--- src/rtl/lfsr_sched_pkg.sv ---
// Shared constants and types for the LFSR burst scheduler.
// Latency: n/a (declarations only).
// Backpressure: n/a.
//
// Contents: pixel width, default burst-length width, FSM state type,
// the seed used in place of an all-zero seed, and the LFSR next-state function.
package lfsr_sched_pkg;

  localparam int MAX_PIXEL_BITS = 8;
  localparam int LEN_BITS_DEF   = 8;

  typedef enum logic [1:0] {
    ST_IDLE = 2'd0,
    ST_LOAD = 2'd1,
    ST_RUN  = 2'd2,
    ST_DONE = 2'd3
  } state_e;

  // An all-zero LFSR never leaves zero, so a zero seed is replaced by this.
  localparam logic [MAX_PIXEL_BITS-1:0] ZERO_SEED_SUB = MAX_PIXEL_BITS'(1);

  // Right shift; the new MSB is the XOR of taps 0, 2, 3 and 5.
  function automatic logic [MAX_PIXEL_BITS-1:0] lfsr_next(
    input logic [MAX_PIXEL_BITS-1:0] s
  );
    return {s[0] ^ s[2] ^ s[3] ^ s[5], s[MAX_PIXEL_BITS-1:1]};
  endfunction

endpackage

--- src/rtl/lfsr_step.sv ---
// Pixel LFSR register with synchronous load and step enable.
// Latency: state updates one cycle after load/step is sampled.
// Backpressure: none; the caller gates step with its handshake.
//
// Ports: clk_i, nreset_i (async, active-high), load + seed (zero seed is
// substituted), step (advance one position), state (current register).
module lfsr_step
  import lfsr_sched_pkg::*;
(
  input  logic                      clk_i,
  input  logic                      nreset_i,
  input  logic                      load,
  input  logic [MAX_PIXEL_BITS-1:0] seed,
  input  logic                      step,
  output logic [MAX_PIXEL_BITS-1:0] state
);

  always_ff @(posedge clk_i or posedge nreset_i) begin
    if (nreset_i) begin
      state <= '0;
    end else if (load) begin
      state <= (seed == '0) ? ZERO_SEED_SUB : seed;
    end else if (step) begin
      state <= lfsr_next(state);
    end
  end

endmodule

--- src/rtl/lfsr_sched.sv ---
// Arbitrates NUM_REQ burst requesters and streams a pseudo-random pixel burst for the winner.
// Latency: grant 1 cycle after request, first beat 2 cycles after request, done 1 cycle after last beat.
// Backpressure: pix_ready_i low holds pix_o and the beat count; dropping the granted request aborts.
//
// Ports: clk_i, nreset_i (async active-high), req_i/seed_i/len_i per requester,
// gnt_o (one-hot), pix_o/pix_valid_o/pix_ready_i (beat handshake), done_o, busy_o.
// Build option: define LFSR_SCHED_FIXED_PRIO_EN for lowest-index-wins arbitration;
// by default arbitration is round-robin starting from the requester after the last winner.
module lfsr_sched
  import lfsr_sched_pkg::*;
#(
  parameter int NUM_REQ  = 4,
  parameter int LEN_BITS = LEN_BITS_DEF
) (
  input  logic                               clk_i,
  input  logic                               nreset_i,
  input  logic [NUM_REQ-1:0]                 req_i,
  input  logic [NUM_REQ*MAX_PIXEL_BITS-1:0]  seed_i,
  input  logic [NUM_REQ*LEN_BITS-1:0]        len_i,
  output logic [NUM_REQ-1:0]                 gnt_o,
  output logic [MAX_PIXEL_BITS-1:0]          pix_o,
  output logic                               pix_valid_o,
  input  logic                               pix_ready_i,
  output logic [NUM_REQ-1:0]                 done_o,
  output logic                               busy_o
);

  localparam int PTR_W = (NUM_REQ > 1) ? $clog2(NUM_REQ) : 1;

  state_e                    state_q;
  logic [NUM_REQ-1:0]        gnt_q;
  logic [MAX_PIXEL_BITS-1:0] seed_q;
  logic [MAX_PIXEL_BITS-1:0] seed_sel;
  logic [LEN_BITS-1:0]       len_q;
  logic [LEN_BITS-1:0]       len_sel;
  logic [LEN_BITS-1:0]       cnt_q;
  logic [LEN_BITS-1:0]       cnt_nxt;
  logic [PTR_W-1:0]          win_idx;
  logic                      win_found;
  logic                      req_held;
  logic                      abort;
  logic                      beat_acc;
  logic [MAX_PIXEL_BITS-1:0] lfsr_q;

  // ---------------------------------------------------------------------------
  // Arbitration
  // ---------------------------------------------------------------------------
`ifdef LFSR_SCHED_FIXED_PRIO_EN
  // Scan high to low so the lowest set index is the last one written.
  always_comb begin
    win_found = 1'b0;
    win_idx   = '0;
    for (int i = NUM_REQ - 1; i >= 0; i--) begin
      if (req_i[i]) begin
        win_found = 1'b1;
        win_idx   = PTR_W'(i);
      end
    end
  end
`else
  logic [PTR_W-1:0] rr_ptr_q;
  logic [PTR_W-1:0] win_q;
  logic [PTR_W-1:0] cand;

  // First set request at or after rr_ptr_q, wrapping modulo NUM_REQ.
  always_comb begin
    win_found = 1'b0;
    win_idx   = '0;
    cand      = '0;
    for (int i = 0; i < NUM_REQ; i++) begin
      if (int'(rr_ptr_q) + i >= NUM_REQ) begin
        cand = PTR_W'(int'(rr_ptr_q) + i - NUM_REQ);
      end else begin
        cand = PTR_W'(int'(rr_ptr_q) + i);
      end
      if (!win_found && req_i[cand]) begin
        win_found = 1'b1;
        win_idx   = cand;
      end
    end
  end

  // Pointer moves past the winner whether the burst completes or aborts.
  always_ff @(posedge clk_i or posedge nreset_i) begin
    if (nreset_i) begin
      rr_ptr_q <= '0;
      win_q    <= '0;
    end else begin
      if (state_q == ST_IDLE && win_found) begin
        win_q <= win_idx;
      end
      if (state_q == ST_DONE || abort) begin
        rr_ptr_q <= (win_q == PTR_W'(NUM_REQ - 1)) ? '0 : win_q + PTR_W'(1);
      end
    end
  end
`endif

  // Winner's seed and length, captured only at grant time so later input
  // changes cannot disturb the running burst.
  always_comb begin
    seed_sel = '0;
    len_sel  = '0;
    for (int k = 0; k < NUM_REQ; k++) begin
      if (win_idx == PTR_W'(k)) begin
        seed_sel = seed_i[k*MAX_PIXEL_BITS +: MAX_PIXEL_BITS];
        len_sel  = len_i[k*LEN_BITS +: LEN_BITS];
      end
    end
  end

  // ---------------------------------------------------------------------------
  // Handshake and abort
  // ---------------------------------------------------------------------------
  assign req_held    = |(req_i & gnt_q);
  assign abort       = (state_q == ST_LOAD || state_q == ST_RUN) && !req_held;
  // Valid drops in the same cycle the granted request falls.
  assign pix_valid_o = (state_q == ST_RUN) && req_held;
  assign beat_acc    = pix_valid_o && pix_ready_i;
  assign cnt_nxt     = cnt_q + LEN_BITS'(1);

  // ---------------------------------------------------------------------------
  // FSM
  // ---------------------------------------------------------------------------
  always_ff @(posedge clk_i or posedge nreset_i) begin
    if (nreset_i) begin
      state_q <= ST_IDLE;
      gnt_q   <= '0;
      seed_q  <= '0;
      len_q   <= '0;
      cnt_q   <= '0;
    end else begin
      case (state_q)
        ST_IDLE: begin
          if (win_found) begin
            gnt_q   <= NUM_REQ'(1) << win_idx;
            seed_q  <= seed_sel;
            len_q   <= len_sel;
            cnt_q   <= '0;
            state_q <= ST_LOAD;
          end
        end
        ST_LOAD: begin
          if (abort) begin
            gnt_q   <= '0;
            state_q <= ST_IDLE;
          end else if (len_q == '0) begin
            state_q <= ST_DONE;
          end else begin
            state_q <= ST_RUN;
          end
        end
        ST_RUN: begin
          if (abort) begin
            gnt_q   <= '0;
            state_q <= ST_IDLE;
          end else if (beat_acc) begin
            cnt_q <= cnt_nxt;
            if (cnt_nxt == len_q) begin
              state_q <= ST_DONE;
            end
          end
        end
        ST_DONE: begin
          gnt_q   <= '0;
          state_q <= ST_IDLE;
        end
        default: begin
          gnt_q   <= '0;
          state_q <= ST_IDLE;
        end
      endcase
    end
  end

  lfsr_step u_lfsr_step (
    .clk_i    (clk_i),
    .nreset_i (nreset_i),
    .load     (state_q == ST_LOAD),
    .seed     (seed_q),
    .step     (beat_acc),
    .state    (lfsr_q)
  );

  assign pix_o  = lfsr_q;
  assign gnt_o  = gnt_q;
  assign done_o = (state_q == ST_DONE) ? gnt_q : '0;
  assign busy_o = (state_q != ST_IDLE);

endmodule

--- config.mk ---
export PLATFORM = sky130hd
export DESIGN_NAME = lfsr_sched
export DESIGN_NICKNAME = d
export VERILOG_FILES = /design/src/rtl/lfsr_sched_pkg.sv /design/src/rtl/lfsr_step.sv /design/src/rtl/lfsr_sched.sv
export SDC_FILE = /design/constraint.sdc
export NUM_CORES = 1
export LEC_CHECK = 0
export CAP_MARGIN = 20
export CORE_MARGIN = 2
export CORE_UTILIZATION = 39
export CTS_BUF_LIST = sky130_fd_sc_hd__clkbuf_2
export CTS_CLUSTER_SIZE = 14
export DETAILED_ROUTE_END_ITERATION = 7
export HOLD_SLACK_MARGIN = 0.1
export PLACE_DENSITY = 0.81
export SYNTH_ARGS = -nofsm -noshare
export SYNTH_HDL_FRONTEND = slang
export SYNTH_SLANG_ARGS = --single-unit
export TNS_END_PERCENT = 50
--- constraint.sdc ---
create_clock -name clk_i -period 2 [get_ports clk_i]
set_clock_uncertainty 0.2 [all_clocks]
set_input_delay 0.4 -clock clk_i [delete_from_list [all_inputs] [get_ports clk_i]]
set_output_delay 0.4 -clock clk_i [all_outputs]
set_load 0.05 [all_outputs]
======== Word-level counts from Yosys, hierarchy flattened ========
Index checks and enable logic that the tools add are counted.
word-level totals
  memories kept ........................... 0
  bits of input ports ..................... 71
  memory bits (read-only) ................. 0
  latch bits .............................. 0
  register bits ........................... 42
  memory bits (writable) .................. 0
cells by class
  reductions and logical operators ........ 26
  eq/ne operators ......................... 14
  shift operators ......................... 1
  bitwise gates (word level) .............. 4
  add/sub/neg operators ................... 9
  divide/modulo/power cells ............... 0
  multiply operators ...................... 0
  multiplexer cells ....................... 47
  order comparisons ....................... 8
operators with widths
  cell                                                       count
  two-way mux 8 bit                                          14
  two-way mux 2 bit                                          14
  zero test 8 bit                                            2
  case mux 8 bit (2 select lines)                            1
  < comparator 2 x 3 -> 1 bit (second input constant)        4
  two-way mux 4 bit                                          3
  case mux 4 bit (3 select lines)                            1
  == test 2 bit (second input constant)                      5
  greater-or-equal comparator 3 bit (second input constant)  3
  two-way mux 1 bit                                          9
  adder 8 x 1 -> 8 bit (second input constant)               1
  binary-select mux 1 bit (select 2 bit)                     4
  == test 8 bit                                              1
  case mux 2 bit (4 select lines)                            1
  subtractor 2 x 1 -> 2 bit (second input constant)          4
  logical AND 1 bit                                          7
  adder 2 x 2 -> 3 bit (second input constant)               2
  inequality test 2 bit (second input constant)              3
  nonzero test 2 bit                                         3
  AND 4 bit                                                  1
  == test 2 x 1 -> 1 bit (second input constant)             2
  zero test 1 bit                                            4
  zero test 2 bit                                            2
  AND reduction 2 bit                                        2
  13 further kinds                                           16

======== Depth between registers and ports, before layout ========
  depth after elaboration ................. 19
  mapped depth ............................ 8
  gate-level depth less buffers ........... 7

======== Hierarchy ========
Synthesis repeated with hierarchy kept, for this count alone.
second synthesis, totals
  cells, all modules ...................... 294
  area total of the unflattened synthesis .. 2737.6 µm²
by module, submodules not included
  module      cells an instance  area an instance (µm²)  times used
  lfsr_sched  251                2317.2                  1
  lfsr_step   43                 420.4                   1

======== Least setup slack after synthesis ========
Ideal clock, no wire load.
  path kind ............................... register to register
  start ................................... register gnt_q[1] (netlist: gnt_o[1])
  end ..................................... register state_q[1]
  cell stages (with the launch flop) ...... 7
  arrival ................................. 1874 ps
  path slack .............................. -199 ps
  clock period less this slack ............ 2199 ps
  buffers on the path ..................... 0
  cell sequence ........................... dfrtp_1 > a22oi_1 > nand2_1 > nand3_1 > nor4_1 > a221o_1 > nand3_1
between the ends
  cells in the longest elaborated chain, start to end .. 6
  elaborated cells between the ends (all ways) .. 12
  classes of those cells .................. eq/ne: 2; mux: 3; bitwise: 1; reduce/logical: 6
ends and longest elaborated chain
  element                                                                        RTL line                              RTL
  from (decl)                                                                    lfsr_sched.sv:31                      logic [NUM_REQ-1:0] gnt_q;
  from (signal assigned)                                                         lfsr_sched.sv:136                     gnt_q <= NUM_REQ'(1) << win_idx;
  AND 4 bit (*)                                                                  lfsr_sched.sv:115                     assign req_held = |(req_i & gnt_q);
  OR reduction 4 bit (*)                                                         lfsr_sched.sv:115
  zero test 1 bit / logical AND 1 bit (equally long branches)                    lfsr_sched.sv:116, lfsr_sched.sv:118
  logical AND 1 bit, on equally long branches                                    lfsr_sched.sv:116, lfsr_sched.sv:119
  two-way mux 2 bit (tied with other cells)                                      lfsr_sched.sv:154                     if (abort) begin
  case mux 2 bit (4 select lines) / AND reduction 3 bit (equally long branches)  --
  to (signal assigned)                                                           lfsr_sched.sv:140                     state_q <= ST_LOAD;
  to (signal assigned)                                                           lfsr_sched.sv:156                     state_q <= ST_IDLE;
  to (signal assigned)                                                           lfsr_sched.sv:160                     state_q <= ST_DONE;
  to (decl)                                                                      lfsr_sched.sv:30                      state_e state_q;
Mark *: on every way between the ends. The rest lies on a longest branch, timed or not.
A chain may end at the register's enable or synchronous reset.

======== Final worst setup path ========
  start ................................... register rr_ptr_q[0]
  end ..................................... register len_q[2]
between the ends
  cells in the longest elaborated chain, start to end .. 19
  elaborated cells between the ends (all ways) .. 46
  classes of those cells .................. add/sub: 7; order compare: 4; eq/ne: 3; mux: 24; reduce/logical: 8
ends and longest elaborated chain
  element                                                        RTL line           RTL
  from (decl)                                                    lfsr_sched.sv:61   logic [PTR_W-1:0] rr_ptr_q;
  from (signal assigned)                                         lfsr_sched.sv:93   rr_ptr_q <= (win_q == PTR_W'(NUM_REQ - 1)) ? '0 : win_q + PTR_W'(1);
  branches (longest 19 deep; another with adder 2 x 1 -> 3 bit)  --
  to (signal assigned)                                           lfsr_sched.sv:138  len_q <= len_sel;
  to (decl)                                                      lfsr_sched.sv:34   logic [LEN_BITS-1:0] len_q;
Several ways; the timed one is not identified. The select of a mux whose other input is x is not followed.

==> metrics.md <==
| Metric | Value |
|---|---|
| Worst relative slew slack | 78.5% |
| Clock Sinks | 42 |
| Final min period | about 2.2 ns |
| Initial Util | between 40% and 50% |
| Largest net degree at the start of global routing | 43 |
| H-tree Lvls | 2 |
| Commonest cells in the netlist | dfrtp_1, nand2_1, mux2i_1, nor2_1, a221o_1 |
| Total track usage | 20.5% |
| Number of global-route vias before repair | 2735 |
| Drt initial violations | 160 |
| Synth warn | 0 |
| Post-route ant nets | 0 |
| Die H | 88.4 um |
| Rows | 30 |
| Failing checks | setup timing |
| CTS Buffer Depth | 2 |
| Final hold vios | 0 |
| R2R Setup Slk | -0.19 ns |
| IO Port Bufs | 88 |
| Syn_nets | 358 |
| Placer Congestion | 0.892 |
| Reg2reg start | rr_ptr_q[0] |
| Least-Margin Pin Slew | 0.320 ns |
| Post-Syn Instances | 280 |
| CP Class | reg2reg |
| Reg-to-Reg End | len_q[2] |
| Clock-pin slew on the worst setup and hold paths | 0.21 ns |
| Share of cells above drive strength 1 | 31.4% |
| Final WL | 8560 um |
| First-pass GRT wire length | 12600 um |
| Distinct cells, synth | 46 |
| Final setup violation count | 24 |
| Setup Slack @ Placement | -0.667 ns |
| CTS buffer count | 5 |
| N_diodes | 0 |
| Mapped Area | 2780 um^2 |
| Total design power | around 0.0057 W |
| Initial antenna violation count | 0 |
| Status | finished, violations left |
| Max Transition Viols Final | 0 |
| TritonCTS clock tree | built |
| #FFs+latches synth | 42 |
| Final Cycle Share | 109% |
| Post-synth EDFFs | 0 |
| Crit-path max FO | 6 |
| Worst VDD drop | between 0.6 and 0.7 mV |
| Residual DRC | 0 |
| DR vias | 2810 |
| Post-synth ARST share | 100% |
| DRT Pass-1 Iters | 4 |
| Ys flop type | dfrtp_1 |
| Layout Nets | 500 |
| Mean post-synth cell area | 9.92 um^2 |
| Nature of the critical path endpoint | flip-flop |
| Fmax | 457 MHz |
| Drt wl/cell | about 16 um |
| Top post-synthesis cells by area | dfrtp_1, mux2i_1, a221o_1, mux2_4, nand2_1 |
| Core ar. | 6830 um^2 |
| Setup TNS | -2.73 ns |
| Area leader, netlist | dfrtp_1 |
| WP data required | between 2 and 2.5 ns |
| I/O pins | between 80 and 90 |
| Grt total ovfl | 0 |
| Die X | ~88 um |
| Hold Crit Class | reg2reg |
| Sequential share of the synthesized area | 37.9% |
| Critical path capture point | len_q[2] |
| Final worst slack | -0.189 ns |
| R2R depth | 7 |
| Max-cap viol count | 0 |
| Lkg Pwr | about 2.0 nW |
| Top cell type's share of synthesized area | 37.9% |
| Die area | 7810 um^2 |
| Startpoint Class | flip-flop |
| P&R area growth vs syn | 61.2% |
| Pwr dens | 1280 nW/um^2 |
| Worst skew pair latency | 0.44 ns |
| Critical path origin | rr_ptr_q[0] |
| Vias per cell | 5.41 |
| Worst Path Arrival | around 2.3 ns |
| Dpl hpwl | between 5000 and 6000 um |
| RSZ-0062 raised after global routing | yes |
| Hold WS | ~0.32 ns |
| Most common cell in the netlist | dfrtp_1 |
| Clk root buf | clkbuf_2 |
| Fillcell total | ~530 |
## placed cells by master, fill, tap and decap left out, drive strengths merged, types with 17 or more instances in the layout
cell and n:
mux2 17, dfrtp 42, clkdlybuf4s50 67, nand2 25
buf 76, a221o 17, nor2 25, mux2i 24
o21ai 23
## registers in the layout, indices dropped and copies added, names as in the netlist
name	flops
gnt_o	4
u_lfsr_step.state	8
cnt_q	8
seed_q	8
rr_ptr_q	2
len_q	8
state_q	2
win_q	2
## critical path, cell delays in order (launching register included)
cell and delay [ns]:
dfrtp_1 0.44, buf_4 0.15, nand2b_4 0.06, a211oi_4 0.31, nor2_4 0.11, clkbuf_16 0.18, mux2_4 0.30, a221o_1 0.33
## logic make-up after synthesis
group,share of synthesized area (%)
compound gates,17.5
buf+inv,3.70
simple gates,16.4
xor+xnor,4.42
flops,37.9
mux,17.0
fa+ha+maj,3.15
## layer usage
layer	up-vias	routed length, um	GRT usage, %
li1	1325	-	-
met1	1357	3550	26.0
met2	107	4270	34.6
met3	21	507	4.01
met4	0	237	7.58
met5	-	0	0
## report_power, final
group / internal, W / total (W) / switching [W]
registers: 0.00119 / 0.00157 / 0.000380
clock network: 0.0000920 / 0.000384 / 0.000292
logic: 0.00189 / 0.00376 / 0.00188
total: 0.00317 / 0.00572 / 0.00255
## metrics by stage
step / utilization [%] / area (um^2) / instances
floorplan: - / 2800 / 280
CTS: 63.6 / 4340 / 512
global placement: 60.5 / 4130 / 495
global route: 65.5 / 4470 / 519
detailed placement: 60.5 / 4130 / 495
finish: 65.5 / 4470 / 519
## timing repair
action,CTS,global route
hold buffers,1,0
gates cloned,0,2
setup endpoints to repair,26,29
endpoints found under the hold margin,10,0
pin swaps,8,11
resized for setup,30,13
setup buffers,8,5
## layout make-up
cell class	instances	area [um^2]	area share, %
clock buffer	6	30.0	0.671
clock inverter	2	13.8	0.308
inverter	7	28.8	0.643
multi-input combinational	218	1770	39.6
sequential	42	1060	23.7
tap	96	120	2.68
timing repair buffer	148	1450	32.4
## worst min-delay path by stage
stage | startpoint | to | slack [ns] | cells after the start
2_1_floorplan | win_q[1] | win_q[1] | 0.25 | 2
3_3_place_gp | win_q[1] | win_q[1] | 0.27 | 2
3_5_place_dp | win_q[1] | win_q[1] | 0.27 | 2
4_1_cts | win_q[1] | win_q[1] | 0.31 | 2
5_1_grt | win_q[0] | rr_ptr_q[0] | 0.35 | 1
6_report | win_q[1] | win_q[1] | 0.32 | 2
Power figures use the tool's default switching activity.
